**src/rtl/fetch_queue.sv**
```systemverilog
// fetch_queue: instruction fetch buffer between the PC register / instruction
// memory and the decode stage. Captures {PC, instruction} pairs into a small
// circular FIFO, presents the head entry to decode over valid/ready, holds
// the PC with pause when full, and discards everything on a redirect.
//
// Ports:
//   clk        rising-edge clock
//   rstn       asynchronous active-low reset
//   in_valid   fetch presents a valid {in_pc, in_instr} pair
//   in_pc      PC of the fetched instruction
//   in_instr   instruction word read at in_pc
//   flush      redirect from EX; drop all buffered entries and the current pair
//   out_ready  decode accepts the head entry
//   out_valid  head entry is valid
//   out_pc     PC of head entry (0 when empty)
//   out_instr  instruction of head entry (0 when empty)
//   pause      hold the PC register (queue full)
//   count      number of valid entries, 0..DEPTH
module fetch_queue #(
  parameter int unsigned DEPTH = 4,
  parameter int unsigned AW    = 2
) (
  input  logic          clk,
  input  logic          rstn,
  input  logic          in_valid,
  input  logic [31:0]   in_pc,
  input  logic [31:0]   in_instr,
  input  logic          flush,
  input  logic          out_ready,
  output logic          out_valid,
  output logic [31:0]   out_pc,
  output logic [31:0]   out_instr,
  output logic          pause,
  output logic [AW:0]   count
);

  localparam logic [AW:0] FULL_CNT = (AW+1)'(DEPTH);

  logic [AW-1:0] wr_ptr_q, wr_ptr_d;
  logic [AW-1:0] rd_ptr_q, rd_ptr_d;
  logic [AW:0]   count_q,  count_d;
  logic [63:0]   mem_q [DEPTH];
  logic [63:0]   head;
  logic          push;
  logic          pop;

  // Pause and the full test depend only on registered count, so out_ready
  // never reaches pause combinationally; a pop in a full cycle does not
  // make room for a push in that same cycle.
  assign push = in_valid && (count_q != FULL_CNT) && !flush;
  assign pop  = out_valid && out_ready && !flush;

  always_comb begin
    wr_ptr_d = wr_ptr_q;
    rd_ptr_d = rd_ptr_q;
    count_d  = count_q;
    if (flush) begin
      wr_ptr_d = '0;
      rd_ptr_d = '0;
      count_d  = '0;
    end else begin
      if (push) wr_ptr_d = wr_ptr_q + 1'b1;
      if (pop)  rd_ptr_d = rd_ptr_q + 1'b1;
      if (push && !pop)      count_d = count_q + 1'b1;
      else if (pop && !push) count_d = count_q - 1'b1;
    end
  end

  always_ff @(posedge clk or negedge rstn) begin
    if (!rstn) begin
      wr_ptr_q <= '0;
      rd_ptr_q <= '0;
      count_q  <= '0;
    end else begin
      wr_ptr_q <= wr_ptr_d;
      rd_ptr_q <= rd_ptr_d;
      count_q  <= count_d;
    end
  end

  // Storage needs no reset: entries are only observed while count covers them.
  always_ff @(posedge clk) begin
    if (push) mem_q[wr_ptr_q] <= {in_pc, in_instr};
  end

  assign head      = mem_q[rd_ptr_q];
  assign out_valid = (count_q != '0);
  assign out_pc    = out_valid ? head[63:32] : '0;
  assign out_instr = out_valid ? head[31:0]  : '0;
  assign pause     = (count_q == FULL_CNT);
  assign count     = count_q;

endmodule

```
**config.mk**
```make
export PLATFORM = sky130hd
export DESIGN_NAME = fetch_queue
export DESIGN_NICKNAME = d
export VERILOG_FILES = /design/src/rtl/fetch_queue.sv
export SDC_FILE = /design/constraint.sdc
export NUM_CORES = 1
export LEC_CHECK = 0
export ABC_AREA = 1
export BUFFER_PORTS_ARGS = -buffer_cell sky130_fd_sc_hd__buf_4
export CORE_MARGIN = 3
export CORE_UTILIZATION = 45
export DETAILED_ROUTE_END_ITERATION = 10
export PLACE_DENSITY = 0.69
export SYNTH_ARGS = -nofsm -noshare
export SYNTH_HDL_FRONTEND = slang
export SYNTH_SLANG_ARGS = --single-unit
```
**constraint.sdc**
```tcl
create_clock -name clk -period 6.16 [get_ports clk]
set_input_delay 0.616 -clock clk [delete_from_list [all_inputs] [get_ports clk]]
set_output_delay 0.616 -clock clk [all_outputs]
set_load 0.005 [all_outputs]
```
Word level (Yosys, flattened, before mapping):

Memory sizes are Yosys's and may differ from the RTL's.
Index checks and enable logic that the tools add are counted.
Widths: inputs -> output; s select.

* register bits after elaboration: 7
* bits in writable memories: 256
* memories: 1

* add/sub/neg operators: 4
* equal/unequal tests: 2
* mux-type cells: 11
* reduce and logical (&&, ||, !) cells: 13

Memory list
* mem_q: depth 4, width 64, rd ports 1, clocked after memory_dff 0, write ports 1, RTL line 42 `logic [63:0] mem_q [DEPTH];`

Operator list (number)
* $mux 32: 2
* $mux 3: 3
* $mux 2: 4
* $logic_and 1x1->1: 6
* $reduce_bool 3->1: 2
* $add 2x1->2 const B: 2
* $reduce_bool 2->1: 2
* $add 3x1->3 const B: 1
* $eq 3x3->1 const B: 1
* $logic_not 1->1: 3
* $ne 3x3->1 const B: 1
* $sub 3x1->3 const B: 1
* $mux 1: 2

Longest topological paths before layout:

Gate-level depths: netlist of the first run.

* depth in word-level cells: 8
* mapped depth: 11
* gate-level depth less buffers: 11

Worst setup path before layout of the first run:

OpenSTA, ideal clock, no wires.

* kind: input to register
* from: in in_valid
* to: mem mem_q[0][0] (enable)
* setup time: 0.486 ns
* data arrival time: 3.660 ns
* slack: 2.013 ns
* stages: 4
* cells stage by stage: nand2_1 nor2_1 inv_1 nor2_1

* longest elaborated chain between the ends: 4

RTL lines
* start, declared: RTL line 25 `input logic in_valid,`
* $logic_and 1x1->1 (2 in a row): RTL line 50 `assign push = in_valid && (count_q != FULL_CNT) && !flush;`
* $mux 1: RTL line 83 `if (push) mem_q[wr_ptr_q] <= {in_pc, in_instr};`
* $mux 1 (implied by the code): RTL line 83
* end, declared: RTL line 42

Every way passes these cells.

Final worst setup path of the first run:

* from: reg rd_ptr_q[0]
* to: out out_pc[28]

* longest elaborated chain between the ends: 2

RTL lines
* start, declared: RTL line 40 `logic [AW-1:0] rd_ptr_q, rd_ptr_d;`
* start signal, assigned: RTL line 76 `rd_ptr_q <= rd_ptr_d;`
* $mem_v2 4x64
* $mux 32: RTL line 88 `assign out_pc = out_valid ? head[63:32] : '0;`
* end, declared: RTL line 31 `output logic [31:0] out_pc,`

Every way passes these cells.

==> results.cfg, run 1 <==
[outcome]
run_status = finished clean

[drt]
drt_pass1_iterations = 5
drc = 0
final_routed_wirelength_um = 22340
viasPerCell = 5.248
route.detailed.wl_per_inst_um = 17.90
drtAntennaViolNets = 0
dr_total_vias = 6550
drt_first_iter_violations = 549

[finish]
instances_no_fill = 1248
area_of_combinational_cells_with_multiple_inputs_um2 = 2211
number_of_diodes = 0
area_growth_syn_to_layout_pct = 20.19
layout.filler_cells = 1805
layout.cells.most_common = sky130_fd_sc_hd__nor2_1
postLayoutCoreUtil_pct = 56.03
final-seq-area_um2 = 7868
most-common-layout-cells = sky130_fd_sc_hd__nor2_1, sky130_fd_sc_hd__edfxtp_1, sky130_fd_sc_hd__buf_4
final_layout_size_suffix_gt1_share_pct = 20.14
design.final.nets = 1023

[critical_path]
critical_path_required_ns = 5.54
setup.worst_path.class = reg -> out
r2r.worst_path.cells = 7
regToRegStartpoint = count[1]$_DFFE_PN0P_
timing.rr.end = mem_q[3][22]$_DFFE_PP_
worstPathArrival_ns = 3.22
cp-start-kind = register
largest_fanout_on_the_critical_path = 66
worst_setup_path_end_kind = output port
reg2reg_slack_ns = 3.23
startpoint = rd_ptr_q[0]$_DFFE_PN0P_

[global_routing]
grt_usage_pct = 17.67
grt_antenna_before_repair = 0
grt.overflow.total = 0
wire_length_of_the_first_global_routing_pass_um = 34400
first_global_vias = 6380
grt_start_max_net_pins = 103

[pwr]
p_sw_share_pct = 30.80
internal-power_mw = 3.640
worst_case_vdd_ir_drop_uv = 296.6
net_switching_mw = 1.620
comb_power_share_pct = 29.7
clock_power_share_pct = 29.5
power_density_nw_per_um2 = 422.4
seq_power_share_pct = 40.8
total_chip_power_mw = 5.261
total_leakage_power_nw = 4.508

[cts]
tritoncts.num_buffers = 27
clock_tree.htree_level_count = 1
clock_insertion_delay_worst_skew_ns = 0.53
clk_transition_reported_paths_ns = 0.06
cts_tree = yes
cts_resized = 0
cts_max_path_buffers = 3
ctsRootBufferMaster = sky130_fd_sc_hd__clkbuf_16
cts_sinks = 263

[sta]
fin_setup_tns_ns = 0
timing_limited_maximum_frequency_mhz = 260.4
final_max_slew_viol_count = 0
final_hold_viol_count = 0
period_minus_slack_ns = 3.840
final.hold.worst_slack_ns = 0.2883
timing.final.setup_violations = 0
timing.max_slew.rel_slack_pct = 23.78
worst-slew-pin-transition_ns = 1.143
rsz0062_at_grt = no
min_period_over_period_pct = 62.33
clock_skew_ns = 0.01810

[synth]
mappedNetlistNets = 895
synth_compound_gate_area_share_pct = 9.660
netlist_instances = 821
synth.yosys.seq_area_share_pct = 75.88
yosys_register_bits = 263
synthesis.yosys.warnings = 0
adder_and_majority_gate_portion_of_the_synthesized_area_pct = 0.6762
main_combinational_cell_family_by_area_after_synthesis = simple AND/OR/NAND/NOR gates
proportion_of_synthesized_area_in_mux_cells_pct = 0
yosys.area_share.simple_pct = 10.63
synth.avg_cell_area_um2 = 12.62
post_synth_xor_area_fraction_pct = 0.08452
synth.cell_area_um2 = 10360
synth.distinct_cells = 23

[floorplanning]
num_io_pins = 138
core_region_area_um2 = 22230
dieArea_um2 = 24890
chipWidth_um = 157.8
fp-row-count = 54
floorplan.initialDensity_pct = 46.62
die_height_um = 157.8

[place]
placed_cells_incl_taps = 1199
io_buffers = 137
dpl.hpwl_um = 12220
gp_congestion = 0.7377

[hold_path]
hp-class = in -> reg
worstHoldEndpoint = mem_q[2][10]$_DFFE_PP_
timing.hold.worst.start = in_instr[10]
hold_path_depth = 1

[run]
cap_violations = 0
## final cells by class
type / instances / area share [%]
clock buffers: 31 / 5.546
clock inverters: 17 / 1.256
inverters: 19 / 0.5827
multi-input cells: 491 / 17.75
flip-flops and latches: 263 / 63.17
well taps: 280 / 2.813
repair buffers: 147 / 8.881
## power by group through the flow
stage	registers, mW	clock network (mW)	logic, mW
5_1_grt	2.16	1.66	1.74
4_1_cts	2.15	1.58	1.59
6_report	2.15	1.55	1.56
3_5_place_dp	2.18	0	1.59
2_1_floorplan	2.17	0	0.838
3_3_place_gp	2.18	0	1.58
## flip-flops by register name (all words and copies together), names as in the netlist
name,cells
mem_q,256
count,3
rd_ptr_q,2
wr_ptr_q,2
## stage by stage
| stage | setup WS, ns | cell area (µm²) |
|---|---|---|
| detailed placement | 2.857 | 11600 |
| global placement | 2.841 | 11600 |
| finish | 2.320 | 12450 |
| CTS | 2.300 | 12450 |
| global route | 2.120 | 12450 |
| floorplan | 2.013 | 10360 |
## routing by layer
metal	vias up	track usage (%)	wire (µm)
met5	-	0	0
met4	0	3.802	415
met3	27	2.706	1130
met2	170	31.14	11410
met1	3208	23.39	9388
li1	3145	-	-
## worst max-delay path, cell delays in order (launching register included)
cell                       delay, ns
sky130_fd_sc_hd__dfrtp_4        0.62
sky130_fd_sc_hd__clkinv_2       0.70
sky130_fd_sc_hd__buf_4          0.60
sky130_fd_sc_hd__o21ai_0        0.42
sky130_fd_sc_hd__a21oi_1        0.13
sky130_fd_sc_hd__buf_4          0.18
## worst max-delay path by stage
stage / endpoint / slack [ns] / cells past startpoint
after floorplan: mem_q[0][0]$_DFFE_PP_ / 2.01 / 4
after global placement: out_pc[18] / 2.84 / 5
after detailed placement: out_pc[18] / 2.86 / 5
after CTS: out_pc[18] / 2.30 / 5
after global routing: out_instr[2] / 2.12 / 5
final: out_pc[28] / 2.32 / 5
## cell families (layout without fill, tap and decap cells)
kind of cell	count (synthesis)	in the layout
buffers and inverters	67	214
AOI/OAI and AO/OA	200	200
xor gates and xnor gates	1	1
DFF	263	263
and+or+nand+nor	285	285
adders and majority gates	5	5
## synth_stat cells (all sizes together)
master | instances | area, µm²
inv | 19 | 71.32
a21oi | 69 | 345.3
ha | 4 | 50.05
nand2 | 18 | 77.58
o21ai | 131 | 655.6
edfxtp | 256 | 7687
fa | 1 | 20.02
buf | 28 | 172.7
clkbuf | 20 | 75.07
nand3b | 1 | 7.510
nand3 | 4 | 25.02
nor2 | 262 | 991.0
dfrtp | 7 | 175.2
xor2 | 1 | 8.760
## repair_timing
item / in CTS / in global routing
hold buffers: 1 / 0
hold endpoints to repair: 7 / 0
buffers inserted: 0 / 0
Power figures use the tool's default switching activity.
==> run 2: changes to the inputs <==
Settings changed: PLACE_DENSITY 0.69 to 0.71.
Clock period 6.16 ns to 3.23 ns, I/O delays scaled along.
==> run 2 against run 1 <==
Sequential power rose by 92%. Final area rose by 4.8%. Global-route usage rose by 0.43 points. Core utilization rose by 2.7 points. Die area did not move. Power rose by 94%. Critical endpoint is now out_instr[6].
==> results.cfg, run 2 (synthesis gave the netlist of run 1 again) <==
[drt]
drt_first_iter_violations = 377
final_routed_wirelength_um = 22730
drtAntennaViolNets = 0
drc = 0
viasPerCell = 5.285
dr_total_vias = 6876
route.detailed.wl_per_inst_um = 17.47
drt_pass1_iterations = 4

[sta]
layout_setup_ws_ns = 0.3908
worst-slew-pin-transition_ns = 0.7999
final_hold_viol_count = 0
timing_limited_maximum_frequency_mhz = 352.2
timing.final.setup_violations = 0
min_period_over_period_pct = 87.90
timing.max_slew.rel_slack_pct = 46.67
clock_skew_ns = 0.01180
final_max_slew_viol_count = 0
rsz0062_at_grt = no
period_minus_slack_ns = 2.839

[pwr]
net_switching_mw = 3.124
power_density_nw_per_um2 = 780.6
p_sw_share_pct = 30.67
worst_case_vdd_ir_drop_uv = 601.0
comb_power_share_pct = 30.4
total_leakage_power_nw = 4.751
clock_power_share_pct = 29.1
internal-power_mw = 7.061
seq_power_share_pct = 40.6

[place]
placed_cells_incl_taps = 1203
io_buffers = 137
postPlaceCellArea_um2 = 11720
gp_congestion = 0.7511
dpl.hpwl_um = 12340
dp_worst_setup_slack_ns = 0.9565

[critical_path]
timing.critical_path.cells = clkinv_2 -> buf_4 -> o21ai_0 -> a21oi_1 -> buf_4
cp-start-kind = register
critical_path_required_ns = 2.91
path_delay_family = buffers and inverters
setup.worst_path.class = reg -> out
critPathSlowestCell = sky130_fd_sc_hd__dfrtp_4
worstPathArrival_ns = 2.52
critPathMaxStageDelay_ns = 0.71
largest_fanout_on_the_critical_path = 60
critical_path.most_common_cell = sky130_fd_sc_hd__buf_4
critical_path.n_buffers_inverters = 3
worst_setup_path_end_kind = output port

[run]
cap_violations = 0

[floorplanning]
dieArea_um2 = 24890
fp-row-count = 54
chipWidth_um = 157.8
die_height_um = 157.8
num_io_pins = 138
floorplan.initialDensity_pct = 46.62
core_region_area_um2 = 22230

[cts]
clk_transition_reported_paths_ns = 0.06
cts_sinks = 263
post-cts-setup-buffers = 0
clock_insertion_delay_worst_skew_ns = 0.52
tritoncts.num_buffers = 27
clock_tree.htree_level_count = 1
ctsRootBufferMaster = sky130_fd_sc_hd__clkbuf_16
cts_max_path_buffers = 3
cts_tree = yes
cts_resized = 0
cts-hold-fix-buffers = 47

[global_routing]
grt_usage_pct = 18.10
top_usage_layer = met2
groute.layer.met1.usage_pct = 23.19
grt.overflow.total = 0
groute.layer.met3.usage_pct = 2.925
grt_start_max_net_pins = 75
wire_length_of_the_first_global_routing_pass_um = 35620
grt_antenna_before_repair = 0
first_global_vias = 6942
met2_usage_pct = 32.44

[finish]
stdcell_area_um2 = 13050
instances_no_fill = 1301
regMostFlops = mem_q
design.final.nets = 1075
largest_register_ff_count = 256
final-seq-area_um2 = 7868
number_of_diodes = 0
most-common-layout-cells = sky130_fd_sc_hd__nor2_1, sky130_fd_sc_hd__edfxtp_1, sky130_fd_sc_hd__buf_4
area_growth_syn_to_layout_pct = 25.91
postLayoutCoreUtil_pct = 58.70
layout.cells.most_common = sky130_fd_sc_hd__nor2_1
layout.filler_cells = 1725
area_of_combinational_cells_with_multiple_inputs_um2 = 2211
final_layout_size_suffix_gt1_share_pct = 19.29

[outcome]
run_status = finished clean

[hold_path]
hp-class = in -> reg
run 2: cell type report:
type / instances / area share [%]
Sequential cell: 263 / 60.30
Multi-Input combinational cell: 491 / 16.94
Timing Repair Buffer: 199 / 13.06
Clock buffer: 32 / 5.322
Tap cell: 280 / 2.685
Clock inverter: 17 / 1.132
Inverter: 19 / 0.5562
run 2: worst reg2reg max path, stage by stage, from the launching register on:
cell and delay, ns:
sky130_fd_sc_hd__dfrtp_1 0.43, sky130_fd_sc_hd__nor2_4 0.07, sky130_fd_sc_hd__nand2_1 0.08, sky130_fd_sc_hd__nand2_1 0.10, sky130_fd_sc_hd__nor2_1 0.23, sky130_fd_sc_hd__inv_1 0.23, sky130_fd_sc_hd__nor2_4 0.33, sky130_fd_sc_hd__buf_12 0.34
run 2: path summary, 6_finish.rpt:
path	from	endpoint	slack, ns	cells after the start
hold / removal	in_instr[21]	mem_q[1][21]$_DFFE_PP_	0.02	1
setup reg to reg	count[1]$_DFFE_PN0P_	mem_q[1][41]$_DFFE_PP_	0.97	7
min in group asynchronous	rstn	count[2]$_DFFE_PN0P_	0.17	2
hold reg to reg	count[1]$_DFFE_PN0P_	count[1]$_DFFE_PN0P_	0.63	2
setup / recovery	rd_ptr_q[0]$_DFFE_PN0P_	out_instr[6]	0.39	5
max in group asynchronous	rstn	rd_ptr_q[0]$_DFFE_PN0P_	2.92	2
run 2: power by group through the flow:
stage	combinational [mW]	sequential, mW	clock [mW]
floorplan	1.60	4.13	0
global placement	3.02	4.19	0
detailed placement	3.05	4.20	0
CTS	3.12	4.13	3.03
global route	3.42	4.16	3.16
finish	3.09	4.13	2.96
run 2: layer usage:
metal  up-vias  share of wire, %
li1       3258                 -
met1      3395                43
met2       184                50
met3        39               4.8
met4         0               2.0
met5         -                 0
run 2: stage by stage:
| stage | TNS, ns | power (mW) | hold WS, ns |
|---|---|---|---|
| after detailed placement | 0 | 7.258 | 0.1437 |
| final | 0 | 10.18 | 0.02025 |
| after floorplan | -217.68 | 5.730 | 0.02741 |
| after global routing | 0 | 10.74 | 0.004523 |
| after CTS | 0 | 10.28 | 0.0001126 |
| after global placement | 0 | 7.209 | 0.1446 |
==> run 3: changes to the inputs <==
Settings changed: CORE_MARGIN 3 to 10, PLACE_DENSITY 0.71 to 0.69.
Clock period 3.23 ns to 3.2 ns, I/O delays scaled along.
==> run 3 against run 2 <==
Sequential share of layout area fell by 0.71 points. Power increased by 0.20%. Count of clock-buffer cells in the layout up 1. Die area increased by 19%. Worst hold slack better by 0.0017 ns. Worst setup slack worse by 0.17 ns. Via count is 3.4% lower. Final cell count increased by 1.4%. Core utilization decreased by 0.38 points. Clock power shrank 2%. Register-to-register slack about the same.
==> results.cfg, run 3 (synthesis gave the netlist of run 1 again) <==
[outcome]
run_status = finished clean

[critical_path]
setup.worst_path.class = reg -> out
critPathSlowestCell = sky130_fd_sc_hd__dfrtp_4
critPathMaxStageDelay_ns = 0.88
cp-start-kind = register
largest_fanout_on_the_critical_path = 60
worstPathArrival_ns = 2.66
critical_path_required_ns = 2.88
timing.critical_path.cells = buf_4 -> nor2_1 -> nor2_1 -> o21ai_0 -> a21oi_1 -> buf_4
worst_setup_path_end_kind = output port

[pwr]
internal-power_mw = 7.068
seq_power_share_pct = 40.9
total_leakage_power_nw = 4.806
power_density_nw_per_um2 = 773.0
worst_case_vdd_ir_drop_uv = 457.9
comb_power_share_pct = 30.7
net_switching_mw = 3.137
p_sw_share_pct = 30.74
clock_power_share_pct = 28.4

[sta]
min_period_over_period_pct = 93.03
fin_setup_tns_ns = 0
timing.final.setup_violations = 0
timing_limited_maximum_frequency_mhz = 335.9
worst-slew-pin-transition_ns = 0.8370
final_max_slew_viol_count = 0
period_minus_slack_ns = 2.977
final_hold_viol_count = 0
rsz0062_at_grt = no
clock_skew_ns = 0.007393
timing.max_slew.rel_slack_pct = 44.20
layout_setup_ws_ns = 0.2232

[floorplanning]
die_height_um = 171.8
floorplan.initialDensity_pct = 45.77
fp-row-count = 55
num_io_pins = 138
core_region_area_um2 = 22640
chipWidth_um = 171.8
dieArea_um2 = 29500

[finish]
layout.cells.most_common = sky130_fd_sc_hd__nor2_1
regMostFlops = mem_q
most-common-layout-cells = sky130_fd_sc_hd__nor2_1, sky130_fd_sc_hd__edfxtp_1, sky130_fd_sc_hd__buf_4
area_growth_syn_to_layout_pct = 27.41
design.final.nets = 1088
instances_no_fill = 1319
largest_register_ff_count = 256
postLayoutCoreUtil_pct = 58.31
final_layout_size_suffix_gt1_share_pct = 19.46
layout.filler_cells = 1734

[cts]
clk_transition_reported_paths_ns = 0.06
tritoncts.num_buffers = 27
cts_tree = yes
post-cts-setup-buffers = 0
ctsRootBufferMaster = sky130_fd_sc_hd__clkbuf_16
clock_insertion_delay_worst_skew_ns = 0.51
cts_resized = 0
cts_sinks = 263
clock_tree.htree_level_count = 1
cts_max_path_buffers = 3

[drt]
final_routed_wirelength_um = 22940
drtAntennaViolNets = 0
drt_first_iter_violations = 374
drt_pass1_iterations = 5
route.detailed.wl_per_inst_um = 17.39
drc = 0
dr_total_vias = 6642
viasPerCell = 5.036

[global_routing]
grt_usage_pct = 15.41
wire_length_of_the_first_global_routing_pass_um = 35990
grt_start_max_net_pins = 70
grt_antenna_before_repair = 0
first_global_vias = 6869
grt.overflow.total = 0

[place]
io_buffers = 137
gp_congestion = 0.7147
dpl.hpwl_um = 13590
dp_worst_setup_slack_ns = 0.7619
placed_cells_incl_taps = 1212

[hold_path]
hp-class = in -> reg

[run]
cap_violations = 0
==> run 3: area by class of cell <==
type | count | area [µm²] | share of cell area, %
repair buffers | 212 | 1874 | 14.20
clock inverters | 15 | 120.1 | 0.9098
inverters | 19 | 72.57 | 0.5497
well taps | 285 | 356.6 | 2.701
flip-flops and latches | 263 | 7868 | 59.59
diodes | 1 | 2.502 | 0.01895
clock buffers | 33 | 698.2 | 5.288
multi-input cells | 491 | 2211 | 16.75
==> run 3: what timing repair did <==
item / CTS / global route
setup endpoints to repair: 0 / 0
hold buffers: 56 / 2
hold endpoints to repair: 219 / 5
==> run 3: path summary, 6_finish.rpt <==
kind,start,endpoint,slack (ns),cells past startpoint
setup reg to reg,count[1]$_DFFE_PN0P_,mem_q[0][61]$_DFFE_PP_,0.98,7
max in group asynchronous,rstn,rd_ptr_q[0]$_DFFE_PN0P_,2.90,2
hold reg to reg,count[1]$_DFFE_PN0P_,count[1]$_DFFE_PN0P_,0.64,2
setup / recovery,rd_ptr_q[0]$_DFFE_PN0P_,out_pc[24],0.22,6
min in group asynchronous,rstn,count[2]$_DFFE_PN0P_,0.16,2
hold / removal,in_instr[25],mem_q[1][25]$_DFFE_PP_,0.02,1
==> run 3: power by group through the flow <==
stage	clock, mW	sequential [mW]	combinational (mW)
after global placement	0	4.24	3.09
after CTS	2.96	4.18	3.20
after detailed placement	0	4.25	3.13
after floorplan	0	4.17	1.61
after global routing	3.12	4.20	3.49
final	2.90	4.18	3.13
==> run 3: metal layers <==
metal	vias to the layer above	routed length, µm	track usage (%)
li1	3281	-	-
met1	3153	9493	18.73
met2	182	11680	27.13
met3	26	1424	3.300
met4	0	347	4.198
met5	-	0	0
==> run 3: worst max-delay path: cells and delay by family (launching register included) <==
kind,cells,cell delay (ns)
compound gates,2,0.36
buf+inv,2,0.69
flops,1,0.88
simple gates,2,0.18
==> run 3: metrics by stage <==
step	hold WS (ns)	power, mW	cell area (µm²)
floorplan	0.02441	5.783	10360
global placement	0.1429	7.335	11800
detailed placement	0.1423	7.378	11800
CTS	0.0001402	10.34	13180
global route	0.0009774	10.81	13200
finish	0.02193	10.21	13200
